### src/rtl/crypto_cmd_sequencer.sv
// rtl/crypto_cmd_sequencer.sv - host command sequencer for coprocessor register file and key slices
//
// Decodes 32-bit host commands (instr[31:30]: 00 READ, 01 WRITE, 10 KEYLOAD, 11 NOP,
// instr[3:0] = register select). READ streams the selected register out one 32-bit word
// per cycle, WRITE gathers payload words into write_bus and commits with a one-cycle
// write_enable strobe, KEYLOAD holds key_we while slice_sel steps through the key slices.
// Per-register lengths come from LEN_TABLE / KEY_TABLE; illegal selects or zero lengths
// pulse err and leave the sequencer idle.
//
// Ports:
//   clock, reset_n           rising-edge clock, asynchronous active-low reset
//   instr, instr_valid/ready command and payload word handshake
//   rd_data, rd_sel          register-file read data and its select
//   out_data, out_valid      streamed read words
//   write_bus, write_enable  gathered write payload and one-hot commit strobe
//   key_we, slice_sel        one-hot key write enable and current slice index
//   busy, err                not-idle flag and illegal-command pulse
//   abort                    present only when CMD_ABORT_EN is defined
//
// Optional feature macro: CMD_ABORT_EN
module crypto_cmd_sequencer #(
    parameter int DATA_W   = 448,
    parameter int NREG     = 16,
    parameter int NKEY     = 6,
    parameter int NSLICE_W = 5,
    parameter logic [8*NREG-1:0] LEN_TABLE = {8'd0, 8'd3, 8'd7, 8'd9, 8'd11, 8'd13, 8'd2, 8'd5,
                                              8'd6, 8'd10, 8'd20, 8'd14, 8'd8, 8'd4, 8'd2, 8'd1},
    parameter logic [8*NKEY-1:0] KEY_TABLE = {8'd1, 8'd0, 8'd32, 8'd3, 8'd2, 8'd5}
) (
    input  logic                clock,
    input  logic                reset_n,
    input  logic [31:0]         instr,
    input  logic                instr_valid,
    output logic                instr_ready,
    input  logic [DATA_W-1:0]   rd_data,
    output logic [3:0]          rd_sel,
    output logic [31:0]         out_data,
    output logic                out_valid,
    output logic [DATA_W-1:0]   write_bus,
    output logic [NREG-1:0]     write_enable,
    output logic [NKEY-1:0]     key_we,
    output logic [NSLICE_W-1:0] slice_sel,
    output logic                busy,
    output logic                err
`ifdef CMD_ABORT_EN
    ,
    input  logic                abort
`endif
);

    localparam int WORDS = DATA_W / 32;

    // Largest count any legal sequence can reach, after READ/WRITE lengths are clamped.
    function automatic int table_max();
        int m;
        int e;
        m = 0;
        for (int i = 0; i < NREG; i++) begin
            e = int'(LEN_TABLE[8*i +: 8]);
            if (e > WORDS) e = WORDS;
            if (e > m) m = e;
        end
        for (int i = 0; i < NKEY; i++) begin
            e = int'(KEY_TABLE[8*i +: 8]);
            if (e > m) m = e;
        end
        return m;
    endfunction

    localparam int MAXE  = table_max();
    localparam int CNT_W = (MAXE < 1) ? 1 : $clog2(MAXE + 1);

    // Tables padded to 16 entries so any 4-bit select indexes in range; pad entries read as 0.
    localparam logic [127:0] LEN_PAD = 128'(LEN_TABLE);
    localparam logic [127:0] KEY_PAD = 128'(KEY_TABLE);

    typedef enum logic [2:0] {S_IDLE, S_READ, S_WRITE, S_COMMIT, S_KEY} state_t;

    state_t           state;
    logic [3:0]       sel_q;
    logic [CNT_W-1:0] len_q;
    logic [CNT_W-1:0] cnt;

    logic [1:0]       cmd_op;
    logic [3:0]       cmd_sel;
    logic [7:0]       len_raw;
    logic [7:0]       key_raw;
    logic [CNT_W-1:0] rw_len;
    logic [CNT_W-1:0] key_len;
    logic             rw_ok;
    logic             key_ok;
    logic             last;

    assign cmd_op  = instr[31:30];
    assign cmd_sel = instr[3:0];

    always_comb begin
        len_raw = LEN_PAD[{cmd_sel, 3'b000} +: 8];
        key_raw = KEY_PAD[{cmd_sel, 3'b000} +: 8];
        rw_len  = (int'(len_raw) > WORDS) ? CNT_W'(WORDS) : CNT_W'(len_raw);
        key_len = CNT_W'(key_raw);
        rw_ok   = (int'(cmd_sel) < NREG) && (len_raw != 8'd0);
        key_ok  = (int'(cmd_sel) < NKEY) && (key_raw != 8'd0);
    end

    assign last     = (cnt == len_q - CNT_W'(1));
    assign busy     = (state != S_IDLE);
    // rd_data follows rd_sel combinationally, so the word mux sits after the register file.
    assign out_data = out_valid ? rd_data[32*int'(cnt) +: 32] : 32'd0;

    always_ff @(posedge clock or negedge reset_n) begin
        if (!reset_n) begin
            state        <= S_IDLE;
            sel_q        <= '0;
            len_q        <= '0;
            cnt          <= '0;
            instr_ready  <= 1'b1;
            rd_sel       <= '0;
            out_valid    <= 1'b0;
            write_bus    <= '0;
            write_enable <= '0;
            key_we       <= '0;
            slice_sel    <= '0;
            err          <= 1'b0;
        end else begin
            err          <= 1'b0;
            write_enable <= '0;
            case (state)
                S_IDLE: begin
                    if (instr_valid) begin
                        cnt <= '0;
                        case (cmd_op)
                            2'b00: begin
                                if (rw_ok) begin
                                    state       <= S_READ;
                                    rd_sel      <= cmd_sel;
                                    sel_q       <= cmd_sel;
                                    len_q       <= rw_len;
                                    out_valid   <= 1'b1;
                                    instr_ready <= 1'b0;
                                end else begin
                                    err <= 1'b1;
                                end
                            end
                            2'b01: begin
                                if (rw_ok) begin
                                    state     <= S_WRITE;
                                    rd_sel    <= cmd_sel;
                                    sel_q     <= cmd_sel;
                                    len_q     <= rw_len;
                                    write_bus <= '0;
                                end else begin
                                    err <= 1'b1;
                                end
                            end
                            2'b10: begin
                                if (key_ok) begin
                                    state       <= S_KEY;
                                    rd_sel      <= cmd_sel;
                                    sel_q       <= cmd_sel;
                                    len_q       <= key_len;
                                    key_we      <= {{(NKEY-1){1'b0}}, 1'b1} << cmd_sel;
                                    slice_sel   <= '0;
                                    instr_ready <= 1'b0;
                                end else begin
                                    err <= 1'b1;
                                end
                            end
                            default: ;
                        endcase
                    end
                end
                S_READ: begin
                    if (last) begin
                        state       <= S_IDLE;
                        out_valid   <= 1'b0;
                        instr_ready <= 1'b1;
                        cnt         <= '0;
                    end else begin
                        cnt <= cnt + CNT_W'(1);
                    end
                end
                S_WRITE: begin
                    if (instr_valid) begin
                        write_bus[32*int'(cnt) +: 32] <= instr;
                        if (last) begin
                            state        <= S_COMMIT;
                            instr_ready  <= 1'b0;
                            write_enable <= {{(NREG-1){1'b0}}, 1'b1} << sel_q;
                            cnt          <= '0;
                        end else begin
                            cnt <= cnt + CNT_W'(1);
                        end
                    end
                end
                S_COMMIT: begin
                    state       <= S_IDLE;
                    instr_ready <= 1'b1;
                end
                S_KEY: begin
                    if (last) begin
                        state       <= S_IDLE;
                        key_we      <= '0;
                        slice_sel   <= '0;
                        instr_ready <= 1'b1;
                        cnt         <= '0;
                    end else begin
                        cnt       <= cnt + CNT_W'(1);
                        slice_sel <= NSLICE_W'(cnt + CNT_W'(1));
                    end
                end
                default: state <= S_IDLE;
            endcase
`ifdef CMD_ABORT_EN
            // Abort overrides whatever the active sequence scheduled this cycle.
            if (abort && (state == S_READ || state == S_WRITE || state == S_KEY)) begin
                state        <= S_IDLE;
                out_valid    <= 1'b0;
                write_bus    <= '0;
                write_enable <= '0;
                key_we       <= '0;
                slice_sel    <= '0;
                instr_ready  <= 1'b1;
                cnt          <= '0;
                err          <= 1'b1;
            end
`endif
        end
    end

endmodule

### config.mk
export PLATFORM = sky130hd
export DESIGN_NAME = crypto_cmd_sequencer
export DESIGN_NICKNAME = d
export VERILOG_FILES = /design/src/rtl/crypto_cmd_sequencer.sv
export SDC_FILE = /design/constraint.sdc
export NUM_CORES = 1
export LEC_CHECK = 0
export CAP_MARGIN = 25
export CORE_AREA = 5 5 385 387
export DETAILED_ROUTE_END_ITERATION = 12
export DIE_AREA = 0 0 390 392
export DONT_BUFFER_PORTS = 1
export GPL_TIMING_DRIVEN = 0
export PLACE_DENSITY = 0.3
export SLEW_MARGIN = 20
export SYNTH_ARGS = -nofsm -noshare
export SYNTH_HDL_FRONTEND = slang
export SYNTH_SLANG_ARGS = --single-unit
### constraint.sdc
create_clock -name clock -period 5.65 [get_ports clock]
set_input_delay 1.13 -clock clock [delete_from_list [all_inputs] [get_ports clock]]
set_output_delay 1.13 -clock clock [all_outputs]
set_load 0.05 [all_outputs]
==> metrics.txt, run 1 <==
router iterations before antenna repair=5; share of the synthesized area in the top cell type=about 53%; # placed instances=between 3000 and 4000; Rel. slew slack=approximately 7.5%; Final min period=5590 ps; sequential-to-total area share from yosys stat=roughly 53%; Post-synth top cells=496 x dfrtp_1, 319 x o2bb2ai_1, 115 x nor2_1; # DRC=0; CP most frequent cell=buf_2; cell area after layout=between 20000 and 30000 µm²; Clock power frac=27.6%; Yosys reg bits=between 400 and 500; Post-synth EDFFs=0; proportion of layout cells with a drive suffix above 1=between 10% and 20%; clk sinks=between 400 and 500; initial DRC count=1624; Buffers & Inverters on Critical Path=3; sequential share of power=between 30% and 40%; Net Sw Frac=48.1%; Rows=140; Max H-tree Level=3; Clock Latency Late Sink=about 660 ps; worst endpoint required time=between 4000 and 5000 ps; worst path arrival time=4460 ps; Max stage delay on crit path=roughly 900 ps; slowest cell on the critical path=a211oi_2; Setup WS pre-CTS=253 ps; root buf cell=clkbuf_16; Die Wd=approximately 400 µm; RePlAce Congestion=1.11; CP Capture Type=output pin; VDD IR max=~0.00022 V; worst hold path type=in -> async; cell count after synthesis=1916; status=finished clean; pwr dens=between 500 and 600 nW/µm²; ys async rst share=100%; Setup Viol. Count Final=0; area leader, netlist=dfrtp_1; Max Slew Vio Count=0; TritonCTS clock tree=yes; area of the mapped netlist=23400 µm²; CTS Buf Count=between 60 and 70; grt ovf=0; Post-CTS Setup Bufs=0; area of the multi-input gates=roughly 10000 µm²; ys flop type=dfrtp_1; Fin. Hold Viols=0; Ports=about 1000; Longest Clk Path Bufs=3; first-pass GRT wire length=207 mm; Max-Cap Viols=0; vias per inst=4.73; Worst Skew=just under 20 ps; Port Buffers=0; Nets=approximately 2500; Top delay family on crit path=compound AO/OA/AOI/OAI gates; Yosys cell types=70; critical path startpoint category=flip-flop; critical path type=reg -> out; Die H=a little under 400 µm; area delta synth->final=22.3%; dominant cells by area after synthesis=dfrtp_1 53%, o2bb2ai_1 12%, mux4_2 6.9%; most common cell in the netlist=dfrtp_1; Worst-Margin Slew=between 1000 and 1500 ps; GRT Total Usage=about a fifth; Mean Syn Cell Area=12.2 µm²; RSZ-0062 raised after global routing=false; Post-CTS Hold Buffers=0; FMAX=about 180 MHz; Internal Power=8.00 mW; switching power=between 7 and 8 mW; WL per Instance=around 40 µm; leakage power=between 10 and 15 nW; DP Area=26200 µm²; vias in the first global route=around 19000; area of the die=~150000 µm²; largest net degree at the start of global routing=approximately 500; Core Area=between 100000 and 150000 µm²; Post-DRT Antenna Nets=0; Seq. cell area=12400 µm²; initial antenna violation count=around 110; Non-Filler Instances=4001; Final HPWL DP=~130 mm; Post-Syn Nets=2414; Initial Utilization=16.2%; clk slew on worst S/H paths=60 ps; ordered cell list for the critical path=buf_2, buf_2, buf_2, mux2i_1, o21ai_0, o21ai_0, a211oi_2; drt total wl=approximately 160 mm; Warnings, synthesis=0; vias post-DR=~19000; Combinational Power Share=between 40% and 50%; final setup margin=58.3 ps; Tcrit/Tclk final=a little over nine tenths; Fillers=approximately 16000; Final Util=about a fifth; CP max FO=10
[cells in the final DEF (no fill, tap or decap), types with 46 or more instances in the layout]
| master | count |
|---|---|
| clkbuf_1 | 115 |
| clkbuf_16 | 70 |
| o2bb2ai_1 | 319 |
| buf_2 | 67 |
| inv_1 | 46 |
| nand2_1 | 88 |
| mux2_1 | 66 |
| o21ai_0 | 62 |
| mux4_2 | 72 |
| dfrtp_1 | 496 |
| nor2_1 | 112 |
[per-stage QoR]
step                      TNS (ps)  hold WS (ps)  power [mW]
after floorplan                  0           484        8.30
after global placement       -2620           562        10.8
after detailed placement         0           567        11.1
after CTS                     -105           120        15.6
after global routing             0           109        16.1
final                            0           177        15.4
[worst register-to-register path, cell delays in order (launching register included)]
cell	delay, ps
dfrtp_1	380
buf_2	220
clkinv_1	250
clkbuf_1	570
buf_8	230
ha_1	160
clkbuf_1	270
nor2b_1	290
a211oi_1	80
o21ai_0	590
nand2_1	230
nand3_1	830
clkbuf_1	510
o2bb2ai_1	150
[cell type report]
type                    count  area share, %
clock buffers              94           6.72
inverters                  49          0.643
diodes                     28          0.245
repair buffers             21           1.05
plain buffers             194           3.04
multi-input cells        1176           35.6
well taps                1917           8.38
clock inverters            25          0.901
flip-flops and latches    497           43.5
[state kept, by name, summed over array words and instances, names as in the netlist]
| name | cells |
|---|---|
| cnt | 6 |
| state | 3 |
| slice_sel | 5 |
| instr_ready | 1 |
| write_bus | 448 |
| len_q | 6 |
| err | 1 |
| sel_q | 4 |
| write_enable | 16 |
| key_we | 6 |
| out_valid | 1 |
[cell families (layout without fill, tap and decap cells)]
group	count (synthesis)	after routing	synth area share, %
AOI/OAI and AO/OA	618	618	21.3
xor gates and xnor gates	10	10	0.374
adders and majority gates	15	15	0.802
buffers and inverters	243	383	4.39
DFF	497	497	53.2
muxes	215	215	13.6
other	0	28	0
and+or+nand+nor	318	318	6.43
[power by group through the flow]
stage | Clock (mW) | Sequential, mW | Combinational [mW]
after floorplan | 0 | 4.67 | 3.63
after global placement | 0 | 4.84 | 5.98
after detailed placement | 0 | 4.84 | 6.25
after CTS | 4.43 | 4.77 | 6.36
after global routing | 4.54 | 4.80 | 6.72
final | 4.26 | 4.77 | 6.39
[routing by layer]
layer	share of wire [%]	vias to the layer above	GRT usage [%]
met5	0.19	-	0
met4	2.5	46	4.64
met3	11	279	9.18
met2	45	1094	31.8
met1	41	9968	25.5
li1	-	7530	-
[final timing paths]
kind | from | end | slack, ps | depth (start not counted)
max | cnt[2]$_DFFE_PN0P_ | out_data[31] | 60 | 7
min in group clock | len_q[5]$_DFFE_PN0P_ | len_q[5]$_DFFE_PN0P_ | 570 | 1
min reg2reg | len_q[5]$_DFFE_PN0P_ | len_q[5]$_DFFE_PN0P_ | 570 | 1
max in group asynchronous | reset_n | write_bus[127]$_DFFE_PN0P_ | 2920 | 3
min | reset_n | write_bus[19]$_DFFE_PN0P_ | 180 | 0
max reg2reg | cnt[1]$_DFFE_PN0P_ | write_bus[59]$_DFFE_PN0P_ | 750 | 13
[what timing repair did]
item,in CTS,in global routing
resized for setup,17,7
setup endpoints to repair,22,4
pin swaps,1,0
(Power assumes the default switching activity.)
==> run 2: changes to the inputs <==
--- a/config.mk
+++ b/config.mk
@@ -6,9 +6,9 @@
 export NUM_CORES = 1
 export LEC_CHECK = 0
 export CAP_MARGIN = 25
-export CORE_AREA = 5 5 385 387
+export CORE_AREA = 5 5 386 388
 export DETAILED_ROUTE_END_ITERATION = 12
-export DIE_AREA = 0 0 390 392
+export DIE_AREA = 0 0 391 393
 export DONT_BUFFER_PORTS = 1
 export GPL_TIMING_DRIVEN = 0
 export PLACE_DENSITY = 0.3
==> metrics.txt, run 2 (synthesis results as in run 1) <==
Post-CTS Setup Bufs=0 (unchanged); Max H-tree Level=3 (unchanged); commonest cells after routing, fill and taps aside=496 x dfrtp_1, 319 x o2bb2ai_1, 114 x clkbuf_1; vias per inst=4.74 (+0.19%); Largest regs=write_bus x448, write_enable x16; area of the die=154000 µm² (+0.51%); Clock Latency Late Sink=660 ps (about the same); Port Buffers=0 (unchanged); sequential share of power=31.3% (+0.4 points); R2R setup slack=790 ps (+40 ps); FMAX=177 MHz (-0.99%); Die H=393 µm (+0.26%); largest net degree at the start of global routing=498 (unchanged); clk slew on worst S/H paths=50 ps (about the same); Final min period=5650 ps (+56.2 ps); CP max FO=10 (unchanged); Worst-Margin Slew=1220 ps (-165 ps); Largest Register=write_bus; Seq. cell area=12400 µm² (unchanged); final setup margin=2.11 ps (-56.2 ps); ordered cell list for the critical path=buf_2, buf_2, buf_2, mux2i_1, o21ai_0, o21ai_0, a211oi_2; proportion of layout cells with a drive suffix above 1=18.1% (-0.42 points); worst endpoint required time=4520 ps (about the same); Longest Clk Path Bufs=3 (unchanged); critical path startpoint category=flip-flop; reg2reg path depth=12 (-1); first-pass GRT wire length=204 mm (-1.4%); root buf cell=clkbuf_16; slowest cell on the critical path=a211oi_2; Top delay family on crit path=compound AO/OA/AOI/OAI gates; Core Area=145000 µm² (+0.36%); initial DRC count=1539 (-5.2%); pwr dens=533 nW/µm² (-0.96%); area of the multi-input gates=10200 µm² (+0.33%); grt ovf=0 (unchanged); Final HPWL DP=128 mm (-2.2%); Setup WS pre-CTS=233 ps (-19.6 ps); Die Wd=391 µm (+0.26%); Post-DRT Antenna Nets=0 (unchanged); Combinational Power Share=41.3% (-0.2 points); worst r2r dst=write_bus[153]$_DFFE_PN0P_; Reg-to-Reg Start=cnt[0]$_DFFE_PN0P_; Max stage delay on crit path=870 ps (-20 ps); worst hold path type=in -> async; VDD IR max=0.000197 V (-12%); CTS Buf Count=68 (+1.5%); Ports=998 (unchanged); status=finished clean; critical path type=reg -> out; Rows=140 (unchanged); Fin. Hold Viols=0 (unchanged); Nets=2499 (-0.20%); Buffers & Inverters on Critical Path=3 (unchanged); commonest non-fill, non-tap cell in the layout=dfrtp_1; vias post-DR=19000 (+0.24%); Rel. slew slack=18.6% (+11 points); Clock power frac=27.4% (-0.2 points); worst path arrival time=4520 ps (+60 ps); Setup Viol. Count Final=0 (unchanged); Initial Utilization=16.1% (-0.059 points); Max-Cap Viols=0 (unchanged); switching power=7.31 mW (-1.4%); Post-CTS Hold Buffers=0 (unchanged); initial antenna violation count=110 (+0.92%); Tcrit/Tclk final=100% (+0.99 points); CP Capture Type=output pin; router iterations before antenna repair=5 (unchanged); TritonCTS clock tree=yes; CP most frequent cell=buf_2; max FFs per register=448 (unchanged); DP Area=26100 µm² (-0.35%); drt total wl=160 mm (-0.92%); GRT Total Usage=19.9% (-0.35 points); setup_tns=0 ps (unchanged); Worst Skew=31.1 ps (+11.3 ps); WL per Instance=39.9 µm (-0.96%); RePlAce Congestion=1.11 (about the same); vias in the first global route=19000 (-0.92%); Max Slew Vio Count=0 (unchanged); area delta synth->final=22.0%; Net Sw Frac=48.0% (-0.10 points); Internal Power=7.92 mW (-1.0%); cell area after layout=28500 µm² (-0.24%); leakage power=11.5 nW (-0.52%); Fillers=15700 (+0.56%); Hold Slack=179 ps (+2.58 ps); # DRC=0 (unchanged); clk sinks=497 (unchanged)
[run 2: worst max-delay path by stage]
stage                                   from      endpoint  slack, ps  depth (start not counted)
final                     cnt[2]$_DFFE_PN0P_   out_data[7]          2                          7
after global routing      cnt[2]$_DFFE_PN0P_   out_data[7]         -8                          7
after CTS                 cnt[0]$_DFFE_PN0P_  out_data[22]         40                          6
after detailed placement  cnt[0]$_DFFE_PN0P_  out_data[13]        230                          9
after global placement    cnt[0]$_DFFE_PN0P_   out_data[0]       -310                          7
after floorplan           cnt[0]$_DFFE_PN0P_   out_data[0]       1660                          7
[run 2: power groups by stage]
| stage | combinational, mW | sequential [mW] | clock, mW |
|---|---|---|---|
| 3_5_place_dp | 6.11 | 4.83 | 0 |
| 5_1_grt | 6.62 | 4.79 | 4.46 |
| 6_report | 6.29 | 4.76 | 4.18 |
| 4_1_cts | 6.24 | 4.76 | 4.34 |
| 3_3_place_gp | 5.90 | 4.83 | 0 |
| 2_1_floorplan | 3.63 | 4.67 | 0 |
[run 2: repair_timing]
item                                    in CTS  in global routing
endpoints found under the setup margin      16                  7
resized for setup                           17                  8
pin swaps                                    0                  0
[run 2: per-stage QoR]
| stage | power [mW] | util (%) | instances |
|---|---|---|---|
| floorplan | 8.30 | - | 1916 |
| global placement | 10.7 | 17.8 | 3833 |
| detailed placement | 10.9 | 18.0 | 3843 |
| CTS | 15.3 | 19.5 | 3955 |
| global route | 15.9 | 19.6 | 3970 |
| finish | 15.2 | 19.7 | 4003 |
[run 2: routing by layer]
metal | GRT usage [%] | vias up | share of wire [%]
met1 | 24.9 | 10000 | 40
met2 | 30.7 | 1155 | 45
met4 | 5.00 | 48 | 2.3
li1 | - | 7516 | -
met5 | 0 | - | 0.21
met3 | 9.90 | 209 | 13
[run 2: layout make-up]
type / instances / share of cell area [%]
multi-input cells: 1176 / 35.8
flip-flops and latches: 497 / 43.6
repair buffers: 15 / 0.758
inverters: 49 / 0.644
clock inverters: 15 / 0.486
plain buffers: 194 / 3.04
diodes: 43 / 0.377
clock buffers: 97 / 6.96
well taps: 1917 / 8.40
